<file path="src/rtl/phy_cfg_pkg.sv">
// phy_cfg_pkg: shared types and default configuration table for the PHY
// configuration sequencer.
// Build option: PHY_CFG_POLL_EN (consumed by phy_cfg_seq) enables the
// post-write status polling phase.
package phy_cfg_pkg;

    // Sequencer states
    typedef enum logic [2:0] {
        ST_IDLE  = 3'd0,
        ST_WRITE = 3'd1,
        ST_POLL  = 3'd2,
        ST_GAP   = 3'd3,
        ST_DONE  = 3'd4,
        ST_FAIL  = 3'd5
    } cfg_state_t;

    // One configuration-table entry: PHY register address and write data
    typedef struct packed {
        logic [4:0]  addr;
        logic [15:0] data;
    } cfg_entry_t;

    // Default table: soft reset, advertise 10/100, restart autoneg, 1000BASE-T ctrl
    localparam cfg_entry_t ENTRY_0 = '{addr: 5'd0, data: 16'h8000};
    localparam cfg_entry_t ENTRY_1 = '{addr: 5'd4, data: 16'h01E1};
    localparam cfg_entry_t ENTRY_2 = '{addr: 5'd0, data: 16'h1200};
    localparam cfg_entry_t ENTRY_3 = '{addr: 5'd9, data: 16'h0000};
    localparam cfg_entry_t ENTRY_NONE = '{addr: 5'd0, data: 16'h0000};

    // Table lookup; indices beyond the populated table read as all-zero
    function automatic cfg_entry_t default_entry(input logic [3:0] idx);
        cfg_entry_t e;
        case (idx)
            4'd0:    e = ENTRY_0;
            4'd1:    e = ENTRY_1;
            4'd2:    e = ENTRY_2;
            4'd3:    e = ENTRY_3;
            default: e = ENTRY_NONE;
        endcase
        return e;
    endfunction

endpackage

</file>
<file path="src/rtl/phy_cfg_rom.sv">
// phy_cfg_rom: combinational index-to-entry lookup into the default
// configuration table.
module phy_cfg_rom
    import phy_cfg_pkg::*;
#(
    parameter int IDX_W = 2
) (
    input  logic [IDX_W-1:0] idx,
    output cfg_entry_t       entry
);

    // Pure table lookup, no state
    always_comb begin
        entry = default_entry(4'(idx));
    end

endmodule

</file>
<file path="src/rtl/phy_cfg_seq.sv">
// phy_cfg_seq: writes a table of PHY registers over a management
// controller, optionally polls PHY status until ready, and flags
// completion, timeout and link state. All outputs are registered and are
// computed from the next state so they are valid in the cycle a state is
// entered.
// Build option: define PHY_CFG_POLL_EN to include the POLL/GAP status
// polling phase; without it the last write completes the run directly.
module phy_cfg_seq
    import phy_cfg_pkg::*;
#(
    parameter int NUM_REGS    = 4,
    parameter int TIMEOUT_CYC = 4096,
    parameter int POLL_GAP    = 256
) (
    input  logic        clk,
    input  logic        rst,
    input  logic        start,
    input  logic        write_over,
    input  logic        mdio_ready,
    output logic        mdio_init,
    output logic [4:0]  reg_addr,
    output logic [15:0] data,
    output logic        status_req,
    output logic        cfg_busy,
    output logic        cfg_done,
    output logic        cfg_timeout,
    output logic        link_up
);

    localparam int IDX_W = (NUM_REGS > 1) ? $clog2(NUM_REGS) : 1;
    localparam int TMR_W = (TIMEOUT_CYC > 1) ? $clog2(TIMEOUT_CYC) : 1;
    localparam logic [IDX_W-1:0] IDX_LAST  = IDX_W'(NUM_REGS - 1);
    localparam logic [TMR_W-1:0] TMR_LIMIT = TMR_W'(TIMEOUT_CYC - 1);
    localparam logic [TMR_W-1:0] TMR_MAX   = {TMR_W{1'b1}};

    cfg_state_t       state_r, state_s;
    logic [IDX_W-1:0] idx_r, idx_s;
    logic [TMR_W-1:0] tmr_r, tmr_s;
    logic             done_s, timeout_s, link_s;
    logic             init_s, busy_s, status_s;
    logic [4:0]       addr_s;
    logic [15:0]      data_s;
    cfg_entry_t       rom_entry_s;

`ifdef PHY_CFG_POLL_EN
    localparam int GAP_W = (POLL_GAP > 1) ? $clog2(POLL_GAP) : 1;
    localparam logic [GAP_W-1:0] GAP_LAST = GAP_W'(POLL_GAP - 1);
    logic [GAP_W-1:0] gap_r, gap_s;
`else
    // Status is never read in this build
    logic unused_mdio_ready_s;
    assign unused_mdio_ready_s = mdio_ready;
`endif

    // Entry for the index that will be current after this edge
    phy_cfg_rom #(.IDX_W(IDX_W)) u_rom (
        .idx   (idx_s),
        .entry (rom_entry_s)
    );

    // Next-state, index, frame timer and sticky-flag logic
    always_comb begin
        state_s   = state_r;
        idx_s     = idx_r;
        tmr_s     = {TMR_W{1'b0}};
        done_s    = cfg_done;
        timeout_s = cfg_timeout;
        link_s    = link_up;
`ifdef PHY_CFG_POLL_EN
        gap_s     = {GAP_W{1'b0}};
`endif
        case (state_r)
            ST_IDLE, ST_DONE, ST_FAIL: begin
                if (start) begin
                    state_s   = ST_WRITE;
                    idx_s     = {IDX_W{1'b0}};
                    done_s    = 1'b0;
                    timeout_s = 1'b0;
                    link_s    = 1'b0;
                end else begin
                    state_s = state_r;
                end
            end
            ST_WRITE: begin
                if (write_over) begin
                    // Timer restarts for the next frame (default above)
                    if (idx_r != IDX_LAST) begin
                        idx_s = idx_r + IDX_W'(1'b1);
                    end else begin
`ifdef PHY_CFG_POLL_EN
                        state_s = ST_POLL;
`else
                        state_s = ST_DONE;
                        done_s  = 1'b1;
`endif
                    end
                end else if (tmr_r == TMR_LIMIT) begin
                    state_s   = ST_FAIL;
                    timeout_s = 1'b1;
                end else begin
                    tmr_s = (tmr_r == TMR_MAX) ? tmr_r : tmr_r + TMR_W'(1'b1);
                end
            end
`ifdef PHY_CFG_POLL_EN
            ST_POLL: begin
                if (write_over) begin
                    state_s = ST_GAP;
                end else if (tmr_r == TMR_LIMIT) begin
                    state_s   = ST_FAIL;
                    timeout_s = 1'b1;
                end else begin
                    tmr_s = (tmr_r == TMR_MAX) ? tmr_r : tmr_r + TMR_W'(1'b1);
                end
            end
            ST_GAP: begin
                // Status is only trusted on the first cycle after the read frame
                if ((gap_r == {GAP_W{1'b0}}) && mdio_ready) begin
                    state_s = ST_DONE;
                    done_s  = 1'b1;
                    link_s  = 1'b1;
                end else if (gap_r == GAP_LAST) begin
                    state_s = ST_POLL;
                end else begin
                    gap_s = gap_r + GAP_W'(1'b1);
                end
            end
`endif
            default: begin
                state_s = ST_IDLE;
            end
        endcase
`ifndef PHY_CFG_POLL_EN
        link_s = 1'b0;
`endif
    end

    // Output decode from the next state so registered outputs line up with it
    always_comb begin
        init_s = (state_s == ST_WRITE);
        busy_s = (state_s == ST_WRITE) || (state_s == ST_POLL) || (state_s == ST_GAP);
        if (init_s) begin
            addr_s = rom_entry_s.addr;
            data_s = rom_entry_s.data;
        end else begin
            addr_s = 5'd0;
            data_s = 16'h0000;
        end
`ifdef PHY_CFG_POLL_EN
        status_s = (state_s == ST_POLL);
`else
        status_s = 1'b0;
`endif
    end

    // State, counters and registered outputs
    always_ff @(posedge clk) begin
        if (rst) begin
            state_r     <= ST_IDLE;
            idx_r       <= {IDX_W{1'b0}};
            tmr_r       <= {TMR_W{1'b0}};
            mdio_init   <= 1'b0;
            reg_addr    <= 5'd0;
            data        <= 16'h0000;
            status_req  <= 1'b0;
            cfg_busy    <= 1'b0;
            cfg_done    <= 1'b0;
            cfg_timeout <= 1'b0;
            link_up     <= 1'b0;
        end else begin
            state_r     <= state_s;
            idx_r       <= idx_s;
            tmr_r       <= tmr_s;
            mdio_init   <= init_s;
            reg_addr    <= addr_s;
            data        <= data_s;
            status_req  <= status_s;
            cfg_busy    <= busy_s;
            cfg_done    <= done_s;
            cfg_timeout <= timeout_s;
            link_up     <= link_s;
        end
    end

`ifdef PHY_CFG_POLL_EN
    // Poll gap counter
    always_ff @(posedge clk) begin
        if (rst) begin
            gap_r <= {GAP_W{1'b0}};
        end else begin
            gap_r <= gap_s;
        end
    end
`endif

endmodule

</file>
<file path="config.mk">
export PLATFORM = sky130hd
export DESIGN_NAME = phy_cfg_seq
export DESIGN_NICKNAME = d
export VERILOG_FILES = /design/src/rtl/phy_cfg_pkg.sv /design/src/rtl/phy_cfg_rom.sv /design/src/rtl/phy_cfg_seq.sv
export SDC_FILE = /design/constraint.sdc
export NUM_CORES = 1
export LEC_CHECK = 0
export BUFFER_PORTS_ARGS = -buffer_cell sky130_fd_sc_hd__buf_2
export CORE_UTILIZATION = 54
export DETAILED_ROUTE_END_ITERATION = 6
export PLACE_DENSITY_LB_ADDON = 0.3
export SLEW_MARGIN = 20
export SYNTH_ARGS = -nofsm -noshare
export SYNTH_HDL_FRONTEND = slang
export SYNTH_SLANG_ARGS = --single-unit
</file>
<file path="constraint.sdc">
create_clock -name clk -period 3.29 [get_ports clk]
set_input_delay 0.329 -clock clk [delete_from_list [all_inputs] [get_ports clk]]
set_output_delay 0.329 -clock clk [all_outputs]
set_load 0.02 [all_outputs]
</file>
Word level (Yosys, flattened, before mapping)
Cells that the tools add are included.
{ "word_totals": {"inputBits": 5, "out_inout_bits": 27, "regBits": 42, "word_cells": 56} }
{ "classes": {"eq_ne": 16, "mux": 17, "bitwise_logic": 2, "reduce_logical": 10, "n_addsub": 2} }
{ "op_table": {"columns": ["cell", "count"], "rows": [
  ["$pmux W21 S4", 1],
  ["$add A12 B1 Y12 const B", 1],
  ["$eq A12 B12 Y1 const B", 1],
  ["$mux W3", 4],
  ["$ne A2 B2 Y1 const B", 6],
  ["$reduce_and A4 Y1", 2],
  ["$eq A3 B1 Y1 const B", 2],
  ["$eq A3 B2 Y1 const B", 2],
  ["$eq A3 B3 Y1 const B", 2],
  ["$mux W2", 3],
  ["$pmux W3 S2", 1],
  ["$mux W1", 5],
  ["$eq A2 B2 Y1 const B", 2],
  ["$pmux W1 S2", 2],
  ["$pmux W2 S2", 1],
  ["$reduce_or A4 Y1", 1],
  ["$logic_not A3 Y1", 1],
  ["$reduce_or A3 Y1", 1],
  ["$add A2 B1 Y2 const B", 1],
  ["$eq A2 B1 Y1 const B", 1],
  ["$logic_not A2 Y1", 1],
  ["$logic_or A1 B1 Y1", 2],
  ["$not A1 Y1", 2],
  ["$reduce_bool A2 Y1", 1],
  ["$reduce_or A2 Y1", 1]
]} }

Logic depth before layout (Yosys ltp)
Gate-level depths: netlist (run 1).
{ "logic_depth": {"depth_word": 7, "mapped_depth": 6, "mapped_depth_nobuf": 5} }

Modules after synthesis
A second synthesis (run 1) with hierarchy kept.
{ "hier_totals": {"cells_unflattened": 167, "area_unflattened_um2": 1794.2} }
{ "modules_own_cells": {"columns": ["module", "cells_per_inst", "instances", "area_per_inst_um2", "seq_area_each_um2"], "rows": [
  ["phy_cfg_seq", 145, 1, 1636.6, 840.8],
  ["phy_cfg_rom", 22, 1, 157.7, 0.0]
]} }

Worst setup path before layout (run 1)
No wires, ideal clock.
{ "synth_path": {"kind": "register -> register", "start": "register tmr_r[0]", "end": "register tmr_r[11]", "slack_ns": 1.743, "setup_time_ns": 0.117, "required_time_ns": 3.173, "path_buffers": 1, "arrival_time_ns": 1.430, "period_less_slack_ns": 1.547, "path_stages_with_launch": 7, "cell_sequence": "dfxtp_1 ha_1 nand3_1 or3_2 nand2_1 buf_2 nor2_1"} }
{ "synth_between": {"elab_chain_cells": 2, "elab_cells_between_ends": 3, "classes_between": "1 x add/sub; 1 x eq/ne; 1 x reduce/logical"} }
{ "synth_lines": {"columns": ["item", "line", "rtl"], "rows": [
  ["start: declaration", "phy_cfg_seq.sv:38", "logic [TMR_W-1:0] tmr_r, tmr_s;"],
  ["start signal: assignment", "phy_cfg_seq.sv:160", "tmr_r <= {TMR_W{1'b0}};"],
  ["start signal: assignment", "phy_cfg_seq.sv:172", "tmr_r <= tmr_s;"],
  ["parallel branches: the longest is 2 deep, another holds $add A12 B1 Y12", null, null]
]} }
Parallel ways; which one is timed is not known.
A chain may end at the register's enable or synchronous reset.

Final worst setup path (run 1)
Ends and elaborated chain as after synthesis.

==> flow_summary.html, run 1 <==
<table>
<tr><th>Metric</th><th>Value</th></tr>
<tr><th colspan="2">Clock network</th></tr>
<tr><td>Cts bufs inserted</td><td>3</td></tr>
<tr><td>CTS tree</td><td>done</td></tr>
<tr><td>Total of hold buffers inserted after clock tree synthesis</td><td>0</td></tr>
<tr><td>Clock Root Buffer</td><td>clkbuf_4</td></tr>
<tr><td>Gates resized, CTS repair</td><td>0</td></tr>
<tr><td>Deepest level of the CTS H-tree</td><td>1</td></tr>
<tr><td>Buffers inserted by post-CTS timing repair</td><td>0</td></tr>
<tr><td>Clock network latency to the later pin of the worst-skew pair</td><td>0.30 ns</td></tr>
<tr><td>Number of buffers on the longest clock path</td><td>2</td></tr>
<tr><td>Clock sink count</td><td>25</td></tr>
<tr><td>Register clock-pin slew on the reported worst setup and hold paths</td><td>0.13 ns</td></tr>
<tr><th colspan="2">Drt</th></tr>
<tr><td>DRC violation total after the first TritonRoute iteration</td><td>12</td></tr>
<tr><td>DRT antenna net count</td><td>0</td></tr>
<tr><td>Post-detailed-routing wire length</td><td>1.85 mm</td></tr>
<tr><td>Drt drc</td><td>0</td></tr>
<tr><td>Router iterations before antenna repair</td><td>4</td></tr>
<tr><td>Average wire length per cell after detail routing</td><td>11.1 um</td></tr>
<tr><td>Via/cell ratio</td><td>5.14</td></tr>
<tr><td>Total via count after detailed routing</td><td>854</td></tr>
<tr><th colspan="2">Yosys</th></tr>
<tr><td>Flip-flop and latch count after synthesis</td><td>25</td></tr>
<tr><td>Number of library cell types mapped by synthesis</td><td>38</td></tr>
<tr><td>Top_reg_cell synth</td><td>dfxtp_1</td></tr>
<tr><td>Cell count after synthesis</td><td>126</td></tr>
<tr><td>Number of enable-type register cells in the synthesized netlist</td><td>0</td></tr>
<tr><td>Count of warnings emitted by yosys</td><td>0</td></tr>
<tr><td>Share of synthesized flip-flops with an asynchronous set or reset</td><td>0%</td></tr>
<tr><td>Post-Syn Area per Cell</td><td>9.39 sq um</td></tr>
<tr><td>Sequential fraction of the synthesis area</td><td>42.3%</td></tr>
<tr><td>Synthesized cell area</td><td>0.00118 sq mm</td></tr>
<tr><th colspan="2">Final layout</th></tr>
<tr><td>Share of cells above drive strength 1</td><td>21.6%</td></tr>
<tr><td>Area growth from synthesis to final layout</td><td>3.81%</td></tr>
<tr><td>Commonest non-fill, non-tap cell in the layout</td><td>dfxtp_1</td></tr>
<tr><td>Multi-input gate area in the final layout</td><td>569 sq um</td></tr>
<tr><td>Final standard cell utilization of the core</td><td>61.4%</td></tr>
<tr><td>Commonest cells after routing, fill and taps aside</td><td>dfxtp_1 (25), nor2_1 (18), buf_2 (18)</td></tr>
<tr><td>Final std cell area, no fill</td><td>0.00123 sq mm</td></tr>
<tr><td>Number of nets in the finished design</td><td>146</td></tr>
<tr><td>Filler instances</td><td>188</td></tr>
<tr><td>Sequential cell area in the final layout</td><td>500 sq um</td></tr>
<tr><td>Diode count</td><td>0</td></tr>
<tr><th colspan="2">Critical path</th></tr>
<tr><td>Critical Path End Type</td><td>flop</td></tr>
<tr><td>Nature of the critical path startpoint</td><td>flop</td></tr>
<tr><td>Data required time at the worst endpoint</td><td>3.49 ns</td></tr>
<tr><td>Data arrival at the endpoint of the critical path</td><td>1.98 ns</td></tr>
<tr><td>Kind of critical path</td><td>reg -&gt; reg</td></tr>
<tr><td>Highest net fanout along the worst path</td><td>11</td></tr>
<tr><th colspan="2">Placed design</th></tr>
<tr><td>HPWL after detailed placement</td><td>1.41 mm</td></tr>
<tr><td>Number of port buffers</td><td>18</td></tr>
<tr><td>DP Area</td><td>0.00120 sq mm</td></tr>
<tr><td>GPL Wtd Cong</td><td>0.742</td></tr>
<tr><td>Worst setup slack before clock tree synthesis</td><td>1.53 ns</td></tr>
<tr><th colspan="2">Run</th></tr>
<tr><td>Max-cap violations</td><td>0</td></tr>
<tr><th colspan="2">STA</th></tr>
<tr><td>Final setup fails</td><td>0</td></tr>
<tr><td>Final worst path period share</td><td>54.2%</td></tr>
<tr><td>Setup TNS Final</td><td>0 ns</td></tr>
<tr><td>Number of max-slew violations in the final report</td><td>0</td></tr>
<tr><td>RSZ-0062 raised after global routing</td><td>no</td></tr>
<tr><td>Min setup slack post-route</td><td>1.51 ns</td></tr>
<tr><td>Final worst path period need</td><td>1.78 ns</td></tr>
<tr><td>Clock skew after layout</td><td>0.00206 ns</td></tr>
<tr><td>Final Hold Fails</td><td>0</td></tr>
<tr><td>FMAX</td><td>561 MHz</td></tr>
<tr><th colspan="2">Floorplanning</th></tr>
<tr><td>Height of the die</td><td>48.8 um</td></tr>
<tr><td># IOs</td><td>32</td></tr>
<tr><td>Row cnt</td><td>16</td></tr>
<tr><td>Placeable Area</td><td>0.00200 sq mm</td></tr>
<tr><td>Initial core utilization</td><td>59.1%</td></tr>
<tr><td>Width of the die</td><td>48.8 um</td></tr>
<tr><td>Die Footprint</td><td>0.00238 sq mm</td></tr>
<tr><th colspan="2">Global routing</th></tr>
<tr><td>First-pass GRT wire length</td><td>3.15 mm</td></tr>
<tr><td>Largest net degree at the start of global routing</td><td>15</td></tr>
<tr><td>Number of antenna violations at the first check in global routing</td><td>0</td></tr>
<tr><td>Gr usage total</td><td>16.6%</td></tr>
<tr><td>Total congestion overflow after global routing</td><td>0</td></tr>
<tr><td>Via count of the first global-routing pass</td><td>767</td></tr>
<tr><th colspan="2">Status</th></tr>
<tr><td>Status</td><td>finished clean</td></tr>
<tr><th colspan="2">Power</th></tr>
<tr><td>Total power per unit cell area</td><td>375 mW/mm^2</td></tr>
<tr><td>Leakage power</td><td>0.000561 uW</td></tr>
<tr><td>Peak supply drop</td><td>0.284 mV</td></tr>
<tr><th colspan="2">Hold path</th></tr>
<tr><td>Kind of path behind the tightest hold check</td><td>in -&gt; reg</td></tr>
</table>
synthesized netlist by cell type (all sizes together) (2+ instances only):
cell | n | area [sq um]
dfxtp | 25 | 500
inv | 2 | 7.51
nand3 | 6 | 30.0
nand2 | 6 | 22.5
a2bb2oi | 2 | 17.5
nand4 | 4 | 46.3
nor4 | 3 | 33.8
nor4b | 2 | 17.5
xnor2 | 4 | 35.0
and3 | 5 | 32.5
xor2 | 6 | 52.6
a21oi | 2 | 10.0
nor2 | 18 | 67.6
buf | 20 | 148
nand2b | 2 | 12.5
o21ai | 2 | 10.0
path summary, 6_finish.rpt:
kind | from | slack (ns) | cells past startpoint | to
max reg2reg | tmr_r[0] | 1.51 | 5 | tmr_r[11]
min | rst | 0.25 | 2 | cfg_done
max | tmr_r[0] | 1.51 | 5 | tmr_r[11]
min reg2reg | tmr_r[0] | 0.47 | 1 | tmr_r[0]
cells by family (layout without fill, tap and decap cells):
family | count (synthesis) | count (layout) | synth area share, %
mux | 1 | 1 | 0.846
buf+inv | 23 | 24 | 13.4
other cells | 1 | 13 | 0.317
xor+xnor | 10 | 10 | 7.40
fa+ha+maj | 1 | 1 | 1.06
compound gates | 12 | 12 | 7.72
flops | 25 | 25 | 42.3
simple gates | 53 | 53 | 27.0
worst max-delay path: stages (launching register included):
cell and delay (ns):
dfxtp_1 0.38, ha_1 0.25, nand3_1 0.19, or3_2 0.46
nand2_1 0.30, nor2_1 0.09
final cells by class:
class	count	share of cell area (%)
inverters	2	0.611
clock inverters	1	0.407
multi-input cells	90	46.3
well taps	27	2.75
clock buffers	3	1.83
flip-flops and latches	25	40.7
repair buffers	18	7.33
stage by stage:
step | power, uW | instances | hold WS (ns)
after detailed placement | 338 | 162 | 0.441
after CTS | 467 | 166 | 0.239
after global routing | 481 | 166 | 0.250
after floorplan | 342 | 138 | 0.398
after global placement | 337 | 162 | 0.427
final | 461 | 166 | 0.250
where the power goes:
group | switching (uW) | internal, uW
Clock | 84.4 | 45.3
Combinational | 20.5 | 4.35
Sequential | 1.76 | 304
layer usage:
layer | up-vias | GRT usage [%] | wire, um
li1 | 432 | - | -
met1 | 407 | 18.6 | 819
met2 | 15 | 31.3 | 975
met3 | 0 | 3.74 | 51
met4 | 0 | 4.41 | 0
met5 | - | 0 | 0
sequential cells by signal, summed over array words and instances (netlist names):
name / count
data: 2
cfg_done: 1
reg_addr: 2
cfg_timeout: 1
mdio_init: 1
cfg_busy: 1
idx_r: 2
tmr_r: 12
state_r: 3
No activity file was read; power rests on OpenSTA's default activity.
==> inputs of run 2 (changes only) <==
Settings changed: CORE_UTILIZATION 54 to 51.
Clock period 3.29 ns to 1.7 ns, I/O delays scaled along.
==> flow_summary.html, run 2 (synthesis results as in run 1) <==
<table>
<tr><th>Metric</th><th>Value</th></tr>
<tr><th colspan="2">Status</th></tr>
<tr><td>Status</td><td>finished clean</td></tr>
<tr><th colspan="2">Drt</th></tr>
<tr><td>DRT antenna net count</td><td>0</td></tr>
<tr><td>Total via count after detailed routing</td><td>895</td></tr>
<tr><td>Router iterations before antenna repair</td><td>4</td></tr>
<tr><td>Via/cell ratio</td><td>5.06</td></tr>
<tr><td>Drt drc</td><td>0</td></tr>
<tr><td>Average wire length per cell after detail routing</td><td>11.1 um</td></tr>
<tr><td>Post-detailed-routing wire length</td><td>1.96 mm</td></tr>
<tr><td>DRC violation total after the first TritonRoute iteration</td><td>13</td></tr>
<tr><th colspan="2">Final layout</th></tr>
<tr><td>Commonest cells after routing, fill and taps aside</td><td>dfxtp_1 (24), nor2_1 (18), buf_2 (18)</td></tr>
<tr><td>Share of cells above drive strength 1</td><td>28.9%</td></tr>
<tr><td>Commonest non-fill, non-tap cell in the layout</td><td>dfxtp_1</td></tr>
<tr><td>Non-filler instance count after layout</td><td>177</td></tr>
<tr><td>Diode count</td><td>0</td></tr>
<tr><td>Largest register FFs</td><td>12</td></tr>
<tr><td>Area growth from synthesis to final layout</td><td>11.7%</td></tr>
<tr><td>Number of nets in the finished design</td><td>156</td></tr>
<tr><td>Largest reg by FF count</td><td>tmr_r</td></tr>
<tr><td>Largest registers</td><td>tmr_r x12, state_r x3</td></tr>
<tr><th colspan="2">Critical path</th></tr>
<tr><td>Critical Path End Type</td><td>flop</td></tr>
<tr><td>Data required time at the worst endpoint</td><td>1.92 ns</td></tr>
<tr><td>Critical path buffer and inverter count</td><td>2</td></tr>
<tr><td>Cell Chain, Critical Path</td><td>ha_1, nand3_2, nor4_4, buf_4, o211a_1, buf_4, nor4b_1</td></tr>
<tr><td>Highest net fanout along the worst path</td><td>6</td></tr>
<tr><td>Maximum cell stage delay along the critical path</td><td>0.34 ns</td></tr>
<tr><td>Critical-path cell with the highest stage delay</td><td>dfxtp_2</td></tr>
<tr><td>Nature of the critical path startpoint</td><td>flop</td></tr>
<tr><td>Data arrival at the endpoint of the critical path</td><td>1.81 ns</td></tr>
<tr><td>Kind of critical path</td><td>reg -&gt; reg</td></tr>
<tr><td>Worst r2r path cells</td><td>7</td></tr>
<tr><td>Crit-path leading delay family</td><td>simple AND/OR/NAND/NOR gates</td></tr>
<tr><td>Dominant cell type by count on the critical path</td><td>buf_4</td></tr>
<tr><td>Count of cell instances traversed by the critical path</td><td>7</td></tr>
<tr><th colspan="2">Clock network</th></tr>
<tr><td>Clock sink count</td><td>25</td></tr>
<tr><td>Total of hold buffers inserted after clock tree synthesis</td><td>0</td></tr>
<tr><td>Cts bufs inserted</td><td>3</td></tr>
<tr><td>CTS tree</td><td>done</td></tr>
<tr><td>Clock network latency to the later pin of the worst-skew pair</td><td>0.30 ns</td></tr>
<tr><td>Number of buffers on the longest clock path</td><td>2</td></tr>
<tr><td>Register clock-pin slew on the reported worst setup and hold paths</td><td>0.12 ns</td></tr>
<tr><td>Clock Root Buffer</td><td>clkbuf_4</td></tr>
<tr><td>Deepest level of the CTS H-tree</td><td>1</td></tr>
<tr><th colspan="2">Placed design</th></tr>
<tr><td>GPL Wtd Cong</td><td>0.756</td></tr>
<tr><td>HPWL after detailed placement</td><td>1.50 mm</td></tr>
<tr><td>Number of placed instances with taps included</td><td>171</td></tr>
<tr><td>Worst setup slack before clock tree synthesis</td><td>0.137 ns</td></tr>
<tr><td>Number of port buffers</td><td>18</td></tr>
<tr><th colspan="2">Floorplanning</th></tr>
<tr><td>Height of the die</td><td>50.2 um</td></tr>
<tr><td># IOs</td><td>32</td></tr>
<tr><td>Placeable Area</td><td>0.00219 sq mm</td></tr>
<tr><td>Die Footprint</td><td>0.00252 sq mm</td></tr>
<tr><td>Row cnt</td><td>17</td></tr>
<tr><td>Width of the die</td><td>50.2 um</td></tr>
<tr><td>Initial core utilization</td><td>54.0%</td></tr>
<tr><th colspan="2">Global routing</th></tr>
<tr><td>Via count of the first global-routing pass</td><td>807</td></tr>
<tr><td>Total congestion overflow after global routing</td><td>0</td></tr>
<tr><td>Largest net degree at the start of global routing</td><td>14</td></tr>
<tr><td>Gr usage total</td><td>17.5%</td></tr>
<tr><td>First-pass GRT wire length</td><td>3.34 mm</td></tr>
<tr><td>Number of antenna violations at the first check in global routing</td><td>0</td></tr>
<tr><th colspan="2">Hold path</th></tr>
<tr><td>Kind of path behind the tightest hold check</td><td>in -&gt; reg</td></tr>
<tr><td>Hold path cells</td><td>2</td></tr>
<tr><th colspan="2">STA</th></tr>
<tr><td>Min setup slack post-route</td><td>0.109 ns</td></tr>
<tr><td>FMAX</td><td>629 MHz</td></tr>
<tr><td>Number of max-slew violations in the final report</td><td>0</td></tr>
<tr><td>Clock skew after layout</td><td>0.00229 ns</td></tr>
<tr><td>Final Hold Fails</td><td>0</td></tr>
<tr><td>Final setup fails</td><td>0</td></tr>
<tr><td>Final worst path period share</td><td>93.6%</td></tr>
<tr><td>Final worst path period need</td><td>1.59 ns</td></tr>
<tr><th colspan="2">Power</th></tr>
<tr><td>Peak supply drop</td><td>0.496 mV</td></tr>
<tr><td>Total power per unit cell area</td><td>672 mW/mm^2</td></tr>
<tr><td>Leakage power</td><td>0.000611 uW</td></tr>
<tr><th colspan="2">Run</th></tr>
<tr><td>Max-cap violations</td><td>0</td></tr>
</table>
-- run 2: timing repair --
item	4_1_cts	5_1_grt
resized for setup	0	4
setup endpoints to repair	0	1
buffers inserted	0	2
-- run 2: stage by stage --
step / hold WS (ns) / util (%) / TNS (ns) / instance area [sq um] / power (uW)
finish: 0.0873 / 60.4 / 0 / 1320 / 889
global route: 0.0665 / 60.4 / -0.0167 / 1320 / 939
CTS: 0.0679 / 58.8 / 0 / 1290 / 905
detailed placement: 0.417 / 57.6 / 0 / 1260 / 654
global placement: 0.419 / 57.6 / 0 / 1260 / 653
floorplan: 0.239 / - / 0 / 1230 / 662
-- run 2: per-layer routing --
layer	global-route usage [%]	vias up	wire length [um]
li1	-	451	-
met2	30.0	15	975
met1	20.0	427	918
met4	9.05	0	14
met5	0	-	0
met3	3.94	2	50
-- run 2: path summary, 6_finish.rpt --
path,start,endpoint,slack (ns)
worst max register to register,tmr_r[0],data[12],0.11
worst max-delay path,tmr_r[0],data[12],0.11
worst min-delay path,rst,idx_r[0],0.09
worst min register to register,tmr_r[0],tmr_r[0],0.42
-- run 2: final cells by class --
type,count,area [sq um]
Sequential cell,25,502
Multi-Input combinational cell,90,587
Fill cell,190,868
Clock buffer,4,26.3
Tap cell,28,35.0
Timing Repair Buffer,28,165
Inverter,2,7.51
-- run 2: worst reg2reg max path, stage by stage (launching register included) --
cell and delay (ns):
dfxtp_2 0.34, ha_1 0.21, nand3_2 0.11, nor4_4 0.07, buf_4 0.13, o211a_1 0.22
buf_4 0.15, nor4b_1 0.27
-- run 2: where the power goes --
group / internal, uW / switching, uW
Clock: 91.5 / 155
Combinational: 9.38 / 40.5
Sequential: 589 / 3.33
